### src/rtl/id_operand_latch_pkg.sv
// rtl/id_operand_latch_pkg.sv - shared widths, stall-bus index and FSM state encoding
package id_operand_latch_pkg;

    localparam int DEFAULT_DATA_W  = 32;
    localparam int DEFAULT_ADDR_W  = 5;
    localparam int DEFAULT_STALL_W = 6;   // [0]PC [1]IF [2]ID [3]EX [4]MEM [5]WB
    localparam int DEFAULT_ID_BIT  = 2;

    typedef enum logic [1:0] {
        ST_RUN   = 2'd0,   // outputs follow the resolved operands
        ST_LWAIT = 2'd1,   // load-use seen; load data arrives via bypass next cycle
        ST_HOLD  = 2'd2    // ID stalled; outputs come from the hold registers
    } lat_state_e;

endpackage

### src/rtl/id_operand_latch_if.sv
// rtl/id_operand_latch_if.sv - operand/bypass/stall bundle between ID-stage logic and the operand latch
//   master: ID stage / bypass / ctrl side (drives operands, flush, stall; receives final operands)
//   slave : id_operand_latch
interface id_operand_latch_if #(
    parameter int DATA_W  = 32,
    parameter int ADDR_W  = 5,
    parameter int STALL_W = 6
) ();
    logic               flush;
    logic [STALL_W-1:0] stall;
    logic               rs_re_i;
    logic               rt_re_i;
    logic [ADDR_W-1:0]  rs_raddr_i;
    logic [ADDR_W-1:0]  rt_raddr_i;
    logic [DATA_W-1:0]  rs_rf_rdata_i;
    logic [DATA_W-1:0]  rt_rf_rdata_i;
    logic               sel_rs_forward_i;
    logic [DATA_W-1:0]  rs_forward_data_i;
    logic               sel_rt_forward_i;
    logic [DATA_W-1:0]  rt_forward_data_i;
    logic               ex_load_i;
    logic [ADDR_W-1:0]  ex_load_waddr_i;
    logic [DATA_W-1:0]  rs_data_o;
    logic [DATA_W-1:0]  rt_data_o;
    logic               stallreq_load_o;

    modport master (
        output flush, stall, rs_re_i, rt_re_i, rs_raddr_i, rt_raddr_i,
               rs_rf_rdata_i, rt_rf_rdata_i, sel_rs_forward_i, rs_forward_data_i,
               sel_rt_forward_i, rt_forward_data_i, ex_load_i, ex_load_waddr_i,
        input  rs_data_o, rt_data_o, stallreq_load_o
    );

    modport slave (
        input  flush, stall, rs_re_i, rt_re_i, rs_raddr_i, rt_raddr_i,
               rs_rf_rdata_i, rt_rf_rdata_i, sel_rs_forward_i, rs_forward_data_i,
               sel_rt_forward_i, rt_forward_data_i, ex_load_i, ex_load_waddr_i,
        output rs_data_o, rt_data_o, stallreq_load_o
    );
endinterface

### src/rtl/id_operand_latch_operand_mux.sv
// rtl/id_operand_latch_operand_mux.sv - per-operand resolve ($0 force, forward select) plus hold register
//   clk        : clock
//   clear      : synchronous clear of the hold register (reset or flush)
//   capture    : load the resolved value into the hold register
//   sel_hold   : drive the held value instead of the resolved one
//   kill       : force the output to zero (reset cycle)
//   raddr/sel_fwd/fwd_data/rf_rdata : operand sources
//   data_o     : final operand
module id_operand_latch_operand_mux #(
    parameter int DATA_W = 32,
    parameter int ADDR_W = 5
) (
    input  logic              clk,
    input  logic              clear,
    input  logic              capture,
    input  logic              sel_hold,
    input  logic              kill,
    input  logic [ADDR_W-1:0] raddr,
    input  logic              sel_fwd,
    input  logic [DATA_W-1:0] fwd_data,
    input  logic [DATA_W-1:0] rf_rdata,
    output logic [DATA_W-1:0] data_o
);
    logic [DATA_W-1:0] resolved;
    logic [DATA_W-1:0] hold_q;

    // $0 wins over any bypass hit: a forward targeting $0 is meaningless.
    always_comb begin
        resolved = '0;
        if (raddr != '0) begin
            resolved = sel_fwd ? fwd_data : rf_rdata;
        end
    end

    always_ff @(posedge clk) begin
        if (clear) begin
            hold_q <= '0;
        end else if (capture) begin
            hold_q <= resolved;
        end
    end

    always_comb begin
        data_o = '0;
        if (!kill) begin
            data_o = sel_hold ? hold_q : resolved;
        end
    end
endmodule

### src/rtl/id_operand_latch.sv
// rtl/id_operand_latch.sv - ID-stage operand resolver with load-use detection and stall freeze
//   clk  : clock
//   rst  : synchronous, active-high reset
//   bus  : id_operand_latch_if.slave (flush, stall bus, operand sources, EX load info,
//          final rs/rt operands and load-use stall request)
module id_operand_latch
    import id_operand_latch_pkg::*;
#(
    parameter int DATA_W  = DEFAULT_DATA_W,
    parameter int ADDR_W  = DEFAULT_ADDR_W,
    parameter int STALL_W = DEFAULT_STALL_W,
    parameter int ID_BIT  = DEFAULT_ID_BIT
) (
    input  logic             clk,
    input  logic             rst,
    id_operand_latch_if.slave bus
);
    lat_state_e state;
    logic       stall_id;
    logic       load_hit;
    logic       clear;
    logic       capture;
    logic       sel_hold;
    logic       unused_stall_bits;

    assign stall_id = bus.stall[ID_BIT];
    // Only the ID bit matters here; the rest of the bus is consumed elsewhere.
    assign unused_stall_bits = &{1'b0, bus.stall};

    assign load_hit = bus.ex_load_i &&
        ((bus.rs_re_i && (bus.rs_raddr_i != '0) && (bus.rs_raddr_i == bus.ex_load_waddr_i)) ||
         (bus.rt_re_i && (bus.rt_raddr_i != '0) && (bus.rt_raddr_i == bus.ex_load_waddr_i)));

    assign clear    = rst || bus.flush;
    assign sel_hold = (state == ST_HOLD);
    // Freeze only on the RUN/LWAIT -> HOLD edge, and never on a load-use cycle:
    // the operand resolved then still carries the pre-load value.
    assign capture  = !clear && !sel_hold && !load_hit && stall_id;

    always_ff @(posedge clk) begin
        if (rst) begin
            state <= ST_RUN;
        end else if (bus.flush) begin
            state <= ST_RUN;
        end else begin
            case (state)
                ST_RUN, ST_LWAIT: begin
                    if (load_hit)      state <= ST_LWAIT;
                    else if (stall_id) state <= ST_HOLD;
                    else               state <= ST_RUN;
                end
                ST_HOLD: begin
                    state <= stall_id ? ST_HOLD : ST_RUN;
                end
                default: state <= ST_RUN;
            endcase
        end
    end

    assign bus.stallreq_load_o = load_hit && !sel_hold && !rst && !bus.flush;

    id_operand_latch_operand_mux #(.DATA_W(DATA_W), .ADDR_W(ADDR_W)) u_rs_mux (
        .clk      (clk),
        .clear    (clear),
        .capture  (capture),
        .sel_hold (sel_hold),
        .kill     (rst),
        .raddr    (bus.rs_raddr_i),
        .sel_fwd  (bus.sel_rs_forward_i),
        .fwd_data (bus.rs_forward_data_i),
        .rf_rdata (bus.rs_rf_rdata_i),
        .data_o   (bus.rs_data_o)
    );

    id_operand_latch_operand_mux #(.DATA_W(DATA_W), .ADDR_W(ADDR_W)) u_rt_mux (
        .clk      (clk),
        .clear    (clear),
        .capture  (capture),
        .sel_hold (sel_hold),
        .kill     (rst),
        .raddr    (bus.rt_raddr_i),
        .sel_fwd  (bus.sel_rt_forward_i),
        .fwd_data (bus.rt_forward_data_i),
        .rf_rdata (bus.rt_rf_rdata_i),
        .data_o   (bus.rt_data_o)
    );
endmodule
### src/flat_wrapper.sv
// flat-port wrapper written by rule: the top's interface ports become plain ports
module id_operand_latch_flat import id_operand_latch_pkg::*;
#(
    parameter int DATA_W  = DEFAULT_DATA_W,
    parameter int ADDR_W  = DEFAULT_ADDR_W,
    parameter int STALL_W = DEFAULT_STALL_W,
    parameter int ID_BIT  = DEFAULT_ID_BIT
)
  (clk, rst, bus_flush, bus_stall, bus_rs_re_i, bus_rt_re_i, bus_rs_raddr_i, bus_rt_raddr_i, bus_rs_rf_rdata_i, bus_rt_rf_rdata_i, bus_sel_rs_forward_i, bus_rs_forward_data_i, bus_sel_rt_forward_i, bus_rt_forward_data_i, bus_ex_load_i, bus_ex_load_waddr_i, bus_rs_data_o, bus_rt_data_o, bus_stallreq_load_o);
  id_operand_latch_if #(.DATA_W(DATA_W), .ADDR_W(ADDR_W), .STALL_W(STALL_W)) bus_i ();
  input  logic clk;
  input  logic rst;
  input wire logic [$bits(bus_i.flush)-1:0] bus_flush;
  input wire logic [$bits(bus_i.stall)-1:0] bus_stall;
  input wire logic [$bits(bus_i.rs_re_i)-1:0] bus_rs_re_i;
  input wire logic [$bits(bus_i.rt_re_i)-1:0] bus_rt_re_i;
  input wire logic [$bits(bus_i.rs_raddr_i)-1:0] bus_rs_raddr_i;
  input wire logic [$bits(bus_i.rt_raddr_i)-1:0] bus_rt_raddr_i;
  input wire logic [$bits(bus_i.rs_rf_rdata_i)-1:0] bus_rs_rf_rdata_i;
  input wire logic [$bits(bus_i.rt_rf_rdata_i)-1:0] bus_rt_rf_rdata_i;
  input wire logic [$bits(bus_i.sel_rs_forward_i)-1:0] bus_sel_rs_forward_i;
  input wire logic [$bits(bus_i.rs_forward_data_i)-1:0] bus_rs_forward_data_i;
  input wire logic [$bits(bus_i.sel_rt_forward_i)-1:0] bus_sel_rt_forward_i;
  input wire logic [$bits(bus_i.rt_forward_data_i)-1:0] bus_rt_forward_data_i;
  input wire logic [$bits(bus_i.ex_load_i)-1:0] bus_ex_load_i;
  input wire logic [$bits(bus_i.ex_load_waddr_i)-1:0] bus_ex_load_waddr_i;
  output wire logic [$bits(bus_i.rs_data_o)-1:0] bus_rs_data_o;
  output wire logic [$bits(bus_i.rt_data_o)-1:0] bus_rt_data_o;
  output wire logic [$bits(bus_i.stallreq_load_o)-1:0] bus_stallreq_load_o;
  assign bus_i.flush = bus_flush;
  assign bus_i.stall = bus_stall;
  assign bus_i.rs_re_i = bus_rs_re_i;
  assign bus_i.rt_re_i = bus_rt_re_i;
  assign bus_i.rs_raddr_i = bus_rs_raddr_i;
  assign bus_i.rt_raddr_i = bus_rt_raddr_i;
  assign bus_i.rs_rf_rdata_i = bus_rs_rf_rdata_i;
  assign bus_i.rt_rf_rdata_i = bus_rt_rf_rdata_i;
  assign bus_i.sel_rs_forward_i = bus_sel_rs_forward_i;
  assign bus_i.rs_forward_data_i = bus_rs_forward_data_i;
  assign bus_i.sel_rt_forward_i = bus_sel_rt_forward_i;
  assign bus_i.rt_forward_data_i = bus_rt_forward_data_i;
  assign bus_i.ex_load_i = bus_ex_load_i;
  assign bus_i.ex_load_waddr_i = bus_ex_load_waddr_i;
  assign bus_rs_data_o = bus_i.rs_data_o;
  assign bus_rt_data_o = bus_i.rt_data_o;
  assign bus_stallreq_load_o = bus_i.stallreq_load_o;
  id_operand_latch #(.DATA_W(DATA_W), .ADDR_W(ADDR_W), .STALL_W(STALL_W), .ID_BIT(ID_BIT)) u_core (.clk(clk), .rst(rst), .bus(bus_i));
endmodule
### config.mk
export PLATFORM = sky130hd
export DESIGN_NAME = id_operand_latch_flat
export DESIGN_NICKNAME = d
export VERILOG_FILES = /design/src/rtl/id_operand_latch_pkg.sv /design/src/rtl/id_operand_latch_if.sv /design/src/rtl/id_operand_latch_operand_mux.sv /design/src/rtl/id_operand_latch.sv /design/src/flat_wrapper.sv
export SDC_FILE = /design/constraint.sdc
export NUM_CORES = 1
export LEC_CHECK = 0
export ABC_AREA = 1
export BUFFER_PORTS_ARGS = -buffer_cell sky130_fd_sc_hd__clkbuf_2
export CORE_ASPECT_RATIO = 0.8
export CORE_MARGIN = 8
export CORE_UTILIZATION = 30
export CTS_BUF_LIST = sky130_fd_sc_hd__clkbuf_2
export DETAILED_ROUTE_END_ITERATION = 12
export PLACE_DENSITY = 0.55
export SETUP_SLACK_MARGIN = 0.2
export SYNTH_ARGS = -nofsm -noshare
export SYNTH_HDL_FRONTEND = slang
export SYNTH_HIERARCHICAL = 1
export SYNTH_SLANG_ARGS = --single-unit
### constraint.sdc
create_clock -name clk -period 2.1 [get_ports clk]
set_input_delay 0.525 -clock clk [delete_from_list [all_inputs] [get_ports clk]]
set_output_delay 0.525 -clock clk [all_outputs]
set_load 0.05 [all_outputs]
==> flow_summary.json <==
{
  "fin_crit_sh_pct": 110.7,
  "row_count": 39,
  "finalHoldViolCount": 0,
  "root_buffer": "clkbuf_2",
  "nNetsFinal": 1108,
  "netlist.area_leader.share_pct": 30.42,
  "fin_ws_ps": -223.8,
  "die_w_um": 150.5,
  "synth.avg_cell_area_sq_um": 5.990,
  "swShare_pct": 39.79,
  "core_area_sq_mm": 0.01420,
  "ys_types": 18,
  "die_area_sq_mm": 0.01861,
  "post-synth-top-area-cell": "dfxtp_1",
  "fin_skew_ps": 9.130,
  "holdCritPathClass": "input pin to flip-flop",
  "ant_nets": 0,
  "power_frac_seq_pct": 35.4,
  "critPathCaptureType": "output port",
  "path_class": "flip-flop to output port",
  "leakage_nw": 3.780,
  "final_layout_size_suffix_gt1_share_pct": 44.56,
  "synth_fp_nets": 882,
  "grt_pass1_wl_um": 25270,
  "violations": "setup timing",
  "final_core_util_pct": 57.19,
  "finalPower_w": 0.003690,
  "areaGrowthSynthToFinish_pct": 86.98,
  "max_freq_ghz": 0.4303,
  "dpl.cell_count": 1109,
  "synth_area_sq_mm": 0.004343,
  "h-tree-depth": 3,
  "setup_viol": 65,
  "power.density_mw_per_mm2": 454.4,
  "gp_congestion": 0.8112,
  "grt_max_degree": 71,
  "grt_overflow": 0,
  "vdd_ir_drop_max_mv": 0.2816,
  "synthCells": 725,
  "relSlewSlack_pct": 65.13,
  "crit_path_max_fanout": 10,
  "drt_iter0_markers": 183,
  "status": "finished with violations",
  "wl_um": 16750,
  "grt_pass1_vias": 5208,
  "start_util_pct": 30.58,
  "synthTopCellsByArea": "dfxtp_1 30%, a21oi_1 15%, nand2_1 14%",
  "rsz0062_at_grt": "true",
  "dieHeight_um": 123.6,
  "grt_antenna_before_repair": 1,
  "route.detailed.drc": 0,
  "ys_seq_elements": 66,
  "final_cells": 1141,
  "dpl.hpwl_um": 10820,
  "clk-insertion-delay-late_ps": 490,
  "p_int_w": 0.002222,
  "cts_sinks": 66,
  "clkTransAtPathRegs_ps": 180,
  "io_pins": 222,
  "finalHoldWorstSlack_ps": 254.7,
  "comb_power_share_pct": 48.0,
  "wl_per_cell_um": 14.68,
  "cts_buffer_depth": 2,
  "grt_usage_pct": 16.44,
  "cts_tree": "built",
  "p_clk_share_pct": 16.6,
  "required_ps": 1570,
  "finalCriticalPeriod_ps": 2324,
  "finalMaxSlewViolations": 0,
  "numCtsBuffers": 9,
  "numPortBuffers": 216,
  "ys_seq_area_share_pct": 30.42,
  "yosys_warnings": 6,
  "start_kind": "flip-flop",
  "vias": 5404,
  "cap_viol_max_count": 0,
  "worstPathArrival_ps": 1800,
  "tightest_slew_ps": 523.1,
  "p_sw_w": 0.001468,
  "hold_buffers": 0,
  "dr.pass1.iters": 4,
  "dp_slack_ps": -33.19,
  "vias_per_cell": 4.736
}
per-layer routing:
layer	vias to the layer above	track usage (%)	wire [um]
met5	-	0	0
met3	10	3.704	1052
met1	2423	21.31	7619
met2	135	27.27	7912
met4	0	4.112	161
li1	2836	-	-
what timing repair did:
item / in CTS / in global routing
setup buffers: 1 / 4
endpoints found under the setup margin: 65 / 65
cloned: 5 / 5
pin swaps: 5 / 12
gates resized for setup: 202 / 115
cells in the mapped netlist:
cell type  instances
nand2_1          162
dfxtp_1           66
buf_6             14
a21oi_1          128
o21ai_0          118
nor2_2             1
nand3_1            2
o21ai_1           76
clkbuf_2           2
inv_1             90
buf_2              8
nor2_1            17
a211oi_1           1
buf_4              2
nand3_2            1
nand4_1            2
inv_2              3
clkbuf_1          32
power groups by stage:
stage          Sequential [W]  Combinational [W]  Clock (W)
4_1_cts               0.00130            0.00165   0.000647
2_1_floorplan         0.00132           0.000801          0
6_report              0.00131            0.00177   0.000612
3_3_place_gp          0.00132            0.00144          0
3_5_place_dp          0.00132            0.00144          0
5_1_grt               0.00131            0.00189   0.000696
area by class of cell:
cell class / count / area, sq um
antenna: 1 / 2.502
clock buffer: 11 / 55.05
clock inverter: 5 / 21.27
inverter: 93 / 370.4
fill: 1294 / 6080
sequential: 66 / 1323
timing repair buffer: 273 / 2740
tap: 184 / 230.2
multi-input combinational: 508 / 3378
cells in the final DEF, fill, tap and decap left out:
| cell type | n |
|---|---|
| o21ai_4 | 35 |
| buf_12 | 61 |
| nor2_2 | 3 |
| clkinv_4 | 1 |
| o21ai_0 | 47 |
| inv_16 | 1 |
| buf_16 | 6 |
| clkinv_2 | 2 |
| nand3_1 | 2 |
| dfxtp_2 | 1 |
| a21oi_4 | 37 |
| clkbuf_16 | 3 |
| buf_8 | 13 |
| nor2_4 | 4 |
| buf_4 | 33 |
| clkbuf_2 | 162 |
| a21oi_1 | 66 |
| nand3_2 | 1 |
| o21ai_1 | 83 |
| o21ai_2 | 29 |
| nor2_1 | 11 |
| clkbuf_8 | 5 |
| buf_6 | 1 |
| a21oi_2 | 25 |
| inv_2 | 3 |
| clkinv_1 | 3 |
| nand2_1 | 162 |
| inv_1 | 88 |
| dfxtp_1 | 65 |
| a211oi_1 | 1 |
| nand4_1 | 2 |
| diode_2 | 1 |
metrics by stage:
stage                     setup TNS, ps  instance area [sq um]
after floorplan                   -6879                   4493
after global placement           -100.1                   6643
after detailed placement         -98.33                   6643
after CTS                        -17660                   7511
after global routing             -22230                   8120
final                            -12340                   8120
logic make-up (layout without fill, tap and decap cells):
| family | Yosys count | in the layout | share of synthesized area (%) |
|---|---|---|---|
| buffers and inverters | 151 | 382 | 15.93 |
| and+or+nand+nor | 185 | 185 | 16.36 |
| other | 0 | 1 | 0 |
| AOI/OAI and AO/OA | 323 | 323 | 37.28 |
| DFF | 66 | 66 | 30.42 |
sequential cells by signal, indices dropped and copies added, names as in the netlist:
signal / flops
u_core/state: 2
u_core/u_rs_mux/hold_q: 32
u_core/u_rt_mux/hold_q: 32
path summary, 6_finish.rpt:
kind                                                start                                      end  slack (ps)  depth (start not counted)
setup / recovery               u_core/state[1]$_SDFF_PP0_                        bus_rt_data_o[11]        -220                          8
hold / removal                              bus_ex_load_i               u_core/state[0]$_SDFF_PP0_         250                          3
setup reg to reg               u_core/state[0]$_SDFF_PP0_  u_core/u_rt_mux/hold_q[14]$_SDFFE_PP0P_         250                         10
hold reg to reg   u_core/u_rs_mux/hold_q[24]$_SDFFE_PP0P_  u_core/u_rs_mux/hold_q[24]$_SDFFE_PP0P_         510                          2
critical path, cell delays in order, from the launching register on:
cell       delay [ps]
dfxtp_2           370
inv_2              50
nor2_4            140
buf_12            150
inv_16             60
clkbuf_16         170
o21ai_2           160
a21oi_4            60
buf_12            150
No activity file was read; power rests on OpenSTA's default activity.
